File: src/rtl/div_seq_ctrl_if.sv
// div_seq_ctrl_if: request and response handshake bundle for div_seq_ctrl.
//   Request  : in_valid, in_ready, in_a (dividend), in_b (divisor), in_tag.
//   Response : out_valid, out_ready, out_q, out_r, out_tag, out_dz (divide by zero),
//              out_to (watchdog timeout).
//   Modports : slave  - the sequencer (accepts requests, produces responses).
//              master - the client (issues requests, consumes responses).
interface div_seq_ctrl_if #(
  parameter int unsigned WIDTH = 32,
  parameter int unsigned TAG_W = 4
);
  logic             in_valid;
  logic             in_ready;
  logic [WIDTH-1:0] in_a;
  logic [WIDTH-1:0] in_b;
  logic [TAG_W-1:0] in_tag;
  logic             out_valid;
  logic             out_ready;
  logic [WIDTH-1:0] out_q;
  logic [WIDTH-1:0] out_r;
  logic [TAG_W-1:0] out_tag;
  logic             out_dz;
  logic             out_to;

  modport slave (
    input  in_valid, in_a, in_b, in_tag, out_ready,
    output in_ready, out_valid, out_q, out_r, out_tag, out_dz, out_to
  );

  modport master (
    output in_valid, in_a, in_b, in_tag, out_ready,
    input  in_ready, out_valid, out_q, out_r, out_tag, out_dz, out_to
  );
endinterface

File: src/rtl/div_seq_ctrl.sv
// div_seq_ctrl: request/response sequencer around a WIDTH-bit iterative divider.
// Accepts one operand pair at a time, launches the divider with a level start, captures
// quotient/remainder on the divider's single completion cycle and holds the response until
// it is consumed. Divide-by-zero is answered without touching the divider; a watchdog
// aborts the operation if the divider never completes.
//
// Ports:
//   clk, reset  - clock (rising edge), asynchronous active-high reset.
//   req         - div_seq_ctrl_if.slave request/response handshake.
//   div_start   - divider start, held high for the whole operation.
//   div_a/div_b - divider operands (held stable from the operand registers).
//   div_d/div_r - divider quotient/remainder, valid on the cycle div_ok returns high.
//   div_ok      - divider not active.
//   busy        - high whenever the sequencer is not idle.
//
// Optional build macro DIV_SEQ_SIGNED_EN: two's complement operands. The divider sees
// magnitudes and the signs are fixed up combinationally at capture; most-negative / -1 is
// answered directly without launching the divider.
module div_seq_ctrl #(
  parameter int unsigned WIDTH   = 32,
  parameter int unsigned TAG_W   = 4,
  parameter int unsigned TIMEOUT = 40
) (
  input  logic             clk,
  input  logic             reset,
  div_seq_ctrl_if.slave    req,
  output logic             div_start,
  output logic [WIDTH-1:0] div_a,
  output logic [WIDTH-1:0] div_b,
  input  logic [WIDTH-1:0] div_d,
  input  logic [WIDTH-1:0] div_r,
  input  logic             div_ok,
  output logic             busy
);

  localparam int unsigned WdW = (TIMEOUT > 1) ? $clog2(TIMEOUT) : 1;
  localparam logic [WdW-1:0] WdMax = WdW'(TIMEOUT - 1);

  typedef enum logic [1:0] {StIdle, StLoad, StBusy, StDone} state_e;

  state_e           state_q;
  logic [WdW-1:0]   wd_q;
  logic [WIDTH-1:0] a_q, b_q, q_q, r_q;
  logic [TAG_W-1:0] tag_q;
  logic             dz_q, to_q, in_ready_q, out_valid_q, div_start_q, busy_q;

  // Operand/result shaping; identity in the unsigned build.
  logic [WIDTH-1:0] a_mag, b_mag, cap_q, cap_r, dz_quot;

`ifdef DIV_SEQ_SIGNED_EN
  localparam logic [WIDTH-1:0] MostNeg = {1'b1, {(WIDTH-1){1'b0}}};
  logic a_neg, b_neg, min_div_neg1, neg_q_q, neg_r_q;

  assign a_neg        = req.in_a[WIDTH-1];
  assign b_neg        = req.in_b[WIDTH-1];
  assign a_mag        = a_neg ? -req.in_a : req.in_a;
  assign b_mag        = b_neg ? -req.in_b : req.in_b;
  assign min_div_neg1 = (req.in_a == MostNeg) && (req.in_b == '1);
  // Quotient sign follows sign mismatch; remainder follows the dividend.
  assign cap_q        = neg_q_q ? -div_d : div_d;
  assign cap_r        = neg_r_q ? -div_r : div_r;
  assign dz_quot      = a_neg ? WIDTH'(1) : '1;
`else
  assign a_mag   = req.in_a;
  assign b_mag   = req.in_b;
  assign cap_q   = div_d;
  assign cap_r   = div_r;
  assign dz_quot = '1;
`endif

  always_ff @(posedge clk or posedge reset) begin
    if (reset) begin
      state_q     <= StIdle;
      wd_q        <= '0;
      a_q         <= '0;
      b_q         <= '0;
      q_q         <= '0;
      r_q         <= '0;
      tag_q       <= '0;
      dz_q        <= 1'b0;
      to_q        <= 1'b0;
      in_ready_q  <= 1'b1;
      out_valid_q <= 1'b0;
      div_start_q <= 1'b0;
      busy_q      <= 1'b0;
`ifdef DIV_SEQ_SIGNED_EN
      neg_q_q     <= 1'b0;
      neg_r_q     <= 1'b0;
`endif
    end else begin
      unique case (state_q)
        StIdle: begin
          if (req.in_valid && in_ready_q) begin
            tag_q      <= req.in_tag;
            in_ready_q <= 1'b0;
            busy_q     <= 1'b1;
            if (req.in_b == '0) begin
              q_q         <= dz_quot;
              r_q         <= req.in_a;
              dz_q        <= 1'b1;
              to_q        <= 1'b0;
              out_valid_q <= 1'b1;
              state_q     <= StDone;
`ifdef DIV_SEQ_SIGNED_EN
            end else if (min_div_neg1) begin
              // Only overflowing case; answer it without the divider.
              q_q         <= MostNeg;
              r_q         <= '0;
              dz_q        <= 1'b0;
              to_q        <= 1'b0;
              out_valid_q <= 1'b1;
              state_q     <= StDone;
`endif
            end else begin
              a_q         <= a_mag;
              b_q         <= b_mag;
              div_start_q <= 1'b1;
              state_q     <= StLoad;
`ifdef DIV_SEQ_SIGNED_EN
              neg_q_q     <= a_neg ^ b_neg;
              neg_r_q     <= a_neg;
`endif
            end
          end
        end
        StLoad: begin
          // div_ok stays high through the divider's operand-load cycle.
          if (!div_ok) begin
            wd_q    <= '0;
            state_q <= StBusy;
          end
        end
        StBusy: begin
          // Results exist only on this cycle: the divider re-arms or clears right after.
          if (div_ok) begin
            q_q         <= cap_q;
            r_q         <= cap_r;
            dz_q        <= 1'b0;
            to_q        <= 1'b0;
            div_start_q <= 1'b0;
            out_valid_q <= 1'b1;
            state_q     <= StDone;
          end else if (wd_q == WdMax) begin
            q_q         <= '0;
            r_q         <= '0;
            dz_q        <= 1'b0;
            to_q        <= 1'b1;
            div_start_q <= 1'b0;
            out_valid_q <= 1'b1;
            state_q     <= StDone;
          end else begin
            wd_q <= wd_q + 1'b1;
          end
        end
        StDone: begin
          if (req.out_ready) begin
            out_valid_q <= 1'b0;
            in_ready_q  <= 1'b1;
            busy_q      <= 1'b0;
            state_q     <= StIdle;
          end
        end
        default: state_q <= StIdle;
      endcase
    end
  end

  assign req.in_ready  = in_ready_q;
  assign req.out_valid = out_valid_q;
  assign req.out_q     = q_q;
  assign req.out_r     = r_q;
  assign req.out_tag   = tag_q;
  assign req.out_dz    = dz_q;
  assign req.out_to    = to_q;
  assign div_start     = div_start_q;
  assign div_a         = a_q;
  assign div_b         = b_q;
  assign busy          = busy_q;

endmodule

File: src/flat_wrapper.sv
// flat-port wrapper written by rule: the top's interface ports become plain ports
module div_seq_ctrl_flat 
#(
  parameter int unsigned WIDTH   = 32,
  parameter int unsigned TAG_W   = 4,
  parameter int unsigned TIMEOUT = 40
)
  (clk, reset, div_start, div_a, div_b, div_d, div_r, div_ok, busy, req_in_valid, req_in_a, req_in_b, req_in_tag, req_out_ready, req_in_ready, req_out_valid, req_out_q, req_out_r, req_out_tag, req_out_dz, req_out_to);
  div_seq_ctrl_if #(.WIDTH(WIDTH), .TAG_W(TAG_W)) req_i ();
  input  logic clk;
  input  logic reset;
  output logic div_start;
  output logic [WIDTH-1:0] div_a;
  output logic [WIDTH-1:0] div_b;
  input  logic [WIDTH-1:0] div_d;
  input  logic [WIDTH-1:0] div_r;
  input  logic div_ok;
  output logic busy;
  input wire logic [$bits(req_i.in_valid)-1:0] req_in_valid;
  input wire logic [$bits(req_i.in_a)-1:0] req_in_a;
  input wire logic [$bits(req_i.in_b)-1:0] req_in_b;
  input wire logic [$bits(req_i.in_tag)-1:0] req_in_tag;
  input wire logic [$bits(req_i.out_ready)-1:0] req_out_ready;
  output wire logic [$bits(req_i.in_ready)-1:0] req_in_ready;
  output wire logic [$bits(req_i.out_valid)-1:0] req_out_valid;
  output wire logic [$bits(req_i.out_q)-1:0] req_out_q;
  output wire logic [$bits(req_i.out_r)-1:0] req_out_r;
  output wire logic [$bits(req_i.out_tag)-1:0] req_out_tag;
  output wire logic [$bits(req_i.out_dz)-1:0] req_out_dz;
  output wire logic [$bits(req_i.out_to)-1:0] req_out_to;
  assign req_i.in_valid = req_in_valid;
  assign req_i.in_a = req_in_a;
  assign req_i.in_b = req_in_b;
  assign req_i.in_tag = req_in_tag;
  assign req_i.out_ready = req_out_ready;
  assign req_in_ready = req_i.in_ready;
  assign req_out_valid = req_i.out_valid;
  assign req_out_q = req_i.out_q;
  assign req_out_r = req_i.out_r;
  assign req_out_tag = req_i.out_tag;
  assign req_out_dz = req_i.out_dz;
  assign req_out_to = req_i.out_to;
  div_seq_ctrl #(.WIDTH(WIDTH), .TAG_W(TAG_W), .TIMEOUT(TIMEOUT)) u_core (.clk(clk), .reset(reset), .req(req_i), .div_start(div_start), .div_a(div_a), .div_b(div_b), .div_d(div_d), .div_r(div_r), .div_ok(div_ok), .busy(busy));
endmodule
File: config.mk
export PLATFORM = sky130hd
export DESIGN_NAME = div_seq_ctrl_flat
export DESIGN_NICKNAME = d
export VERILOG_FILES = /design/src/rtl/div_seq_ctrl_if.sv /design/src/rtl/div_seq_ctrl.sv /design/src/flat_wrapper.sv
export SDC_FILE = /design/constraint.sdc
export NUM_CORES = 1
export LEC_CHECK = 0
export ABC_AREA = 1
export ABC_CLOCK_PERIOD_IN_PS = 9300
export CAP_MARGIN = 20
export CORE_UTILIZATION = 47
export CTS_CLUSTER_SIZE = 28
export DETAILED_ROUTE_END_ITERATION = 7
export GPL_ROUTABILITY_DRIVEN = 0
export MAX_ROUTING_LAYER = met4
export PLACE_DENSITY = 0.86
export SETUP_SLACK_MARGIN = 0.15
export SYNTH_ARGS = -nofsm -noshare
export SYNTH_HDL_FRONTEND = slang
export SYNTH_SLANG_ARGS = --single-unit
File: constraint.sdc
create_clock -name clk -period 9.3 [get_ports clk]
set_input_delay 1.395 -clock clk [delete_from_list [all_inputs] [get_ports clk]]
set_output_delay 1.395 -clock clk [all_outputs]
set_load 0.05 [all_outputs]
==> metrics.txt <==
critical path type reg -> out; number of antenna violations at the first check in global routing 0; cell type contributing the most total cell area after synthesis dfrtp_1; cts bufs inserted 17; mux share of post-synthesis cell area 0.661%; number of DRC markers in iteration 0 528; nets in the synthesized netlist 1014; final critical delay including setup and external delays ~3200 ps; synthesized area per cell 7.81 um^2; Stages on worst setup path 1; transition time at the pin with the least slew margin approximately 760 ps; worst clock skew 7.37 ps; die area around 15000 um^2; y dimension of the die 122 um; setup slack after placement 5780 ps; CTS tree built; Critical Path End Type output pin; max-slew violation total from the final report 0; dominant combinational cell family by area after synthesis simple AND/OR/NAND/NOR gates; areal power density over the cells 434 nW/um^2; first-pass GRT wire length 32.4 mm; largest net degree at the start of global routing 81; reported leakage power 4.96 nW; final routed DRC violation total 0; cell types with the largest area share after synthesis dfrtp_1, nand2_1, nand3_1; overall global routing resource usage 28.9%; dominant cell by count in the synthesized netlist nand2_1; cell depth of the worst hold path 2; arithmetic-cell share of the synthesized area counting full adders, half adders and majority gates 0.919%; final global-route overflow total 0; area inside the core boundary 14000 um^2; max_cap viols 0; clock transition at the registers of the reported paths 60 ps; H-tree lvl count 4; cells after synthesis 872; Worst slew margin 49.6%; most common flop cell mapped by yosys dfrtp_1; post-synthesis share of cell area spent on and, or, nand and nor gates 37.6%; maximum ir drop on the vdd rail 0.267 mV; fraction of registers with async set or reset after synthesis 100%; antenna diode instance count 0; number of global-route vias before repair 6572; largest fanout on the critical path 3; worst setup slack after layout 6140 ps; source-to-sink clock delay at the later pin of the worst-skew pair 420 ps; layout net count approximately 1300; top achievable clock speed 0.317 GHz; worst hold margin 467 ps; count of input and output buffers 274; average via count per standard cell between 5 and 6; worst-path cell with the longest stage delay clkdlybuf4s50_1; setup repair after global routing missed its margin no; total of warnings raised by yosys 0; post-detailed-placement half-perimeter wirelength 13.5 mm; Seq/Total Area, Yosys 53.7%; buffering stage count on the worst path with inverters included 1; Resized cells post-CTS 0; Clock Root Buffer clkbuf_16; Critical Path, Cell by Cell clkdlybuf4s50_1; setup total negative slack 0 ps; fraction of layout cells with a size suffix above 1 under 10%; number of hold buffers added after cts 0; endpoints failing hold 0; most frequent cells after synthesis nand2_1, nand3_1, dfrtp_1; CP Launch Type register; horizontal die dimension 122 um; fraction of synthesized cell area in xor and xnor cells 0.129%; total design power 4.43 mW; cell area after synthesis a little under 7000 um^2; detailed-route wire length per cell 15.8 um; residual antenna-violating net count after detailed routing 0; io pins ~280; total via count after detailed routing 6932; TritonCTS sink count 146; 1st-pass router iterations 5; Distinct cells, synth 29; arrival time worst endpoint 1760 ps; Crit path max-delay family buffers and inverters; setup-violating endpoint count in the final report 0; result of the run finished clean; compound-cell area share of the yosys netlist 1.91%; number of cells on the worst reg-to-reg path 11; share of the cycle needed by the critical path after routing 33.9%; number of buffers added for setup after CTS 0; required time worst endpoint 7910 ps; synthesis-stage register bit count 146; starting utilization of the core area 48.7%; largest buffer count on any clock path 2; count of flip-flops with a built-in enable after synthesis 0; portion of synthesized cell area occupied by the leading cell type a little over half; Crit path largest cell delay approximately 810 ps; type of the worst min-delay path reg -> reg; Rows 43; layout-stage area growth over the synthesis result 49.8%; Routed WL 20.7 mm
placed cells by master (no fill, tap or decap), types with 2 or more instances in the layout:
master / netlist / final
buf_4: 4 / 9
inv_2: 2 / 2
nand2_2: 1 / 3
a21oi_1: 5 / 5
clkbuf_16: 0 / 17
nand2_1: 417 / 415
o21ai_0: 10 / 10
nor3_1: 4 / 4
clkdlybuf4s50_1: 0 / 273
clkbuf_8: 0 / 3
bufinv_16: 0 / 3
nand3_1: 168 / 168
clkinv_2: 0 / 4
clkinvlp_4: 0 / 3
nor2_4: 1 / 2
dfrtp_1: 145 / 145
nor2_1: 28 / 27
o21ai_4: 1 / 2
mux2_2: 4 / 4
ha_1: 5 / 4
inv_1: 12 / 11
state kept, by name, summed over array words and instances (netlist names):
signal                flops
u_core.req.in_ready       1
u_core.busy               1
u_core.div_b             32
u_core.state_q            2
u_core.div_start          1
u_core.req.out_q         32
u_core.req.out_tag        4
u_core.req.out_to         1
u_core.wd_q               6
u_core.req.out_dz         1
u_core.req.out_r         32
u_core.div_a             32
u_core.req.out_valid      1
worst paths after layout:
kind | end | startpoint | slack, ps
worst min register to register | u_core.req.out_r[15] | u_core.req.out_r[15] | 470
max in group asynchronous | u_core.req.in_ready | reset | 6780
min in group asynchronous | u_core.req.out_tag[1] | reset | 1430
worst min-delay path | u_core.req.out_r[15] | u_core.req.out_r[15] | 470
worst max register to register | u_core.req.out_q[26] | u_core.state_q[0] | 6650
worst max-delay path | req_in_ready | u_core.req.in_ready | 6140
stage by stage:
step                      util [%]  cell area [um^2]  std cells
after CTS                     72.7             10200       1306
after global placement        68.4              9570       1275
after global routing          72.9             10200       1307
after detailed placement      68.4              9570       1275
final                         72.9             10200       1307
after floorplan                  -              6810        872
routing by layer:
layer	global-route usage, %	up-vias	wire [um]
met4	12.6	0	720
met3	6.51	59	1680
met1	36.7	3272	8490
met5	-	-	0
met2	44.2	341	9800
li1	-	3260	-
where the power goes:
group	leakage [nW]	internal, mW	switching (mW)
registers	1.82	0.945	0.170
logic	2.85	0.804	1.81
clock network	0.291	0.440	0.258
total	4.96	2.19	2.24
area by class of cell:
type	count	area, um^2
Clock inverter	10	133
Timing Repair Buffer	284	2830
Sequential cell	146	3650
Tap cell	180	225
Fill cell	1047	3780
Clock buffer	21	470
Inverter	14	57.6
Multi-Input combinational cell	652	2830
kinds of logic (layout without fill, tap and decap cells):
| logic type | after synthesis | in the layout |
|---|---|---|
| AOI/OAI and AO/OA | 21 | 21 |
| xor gates and xnor gates | 1 | 1 |
| adders and majority gates | 5 | 5 |
| buffers and inverters | 74 | 329 |
| DFF | 146 | 146 |
| muxes | 4 | 4 |
| and+or+nand+nor | 621 | 621 |
No activity file was read; power rests on OpenSTA's default activity.
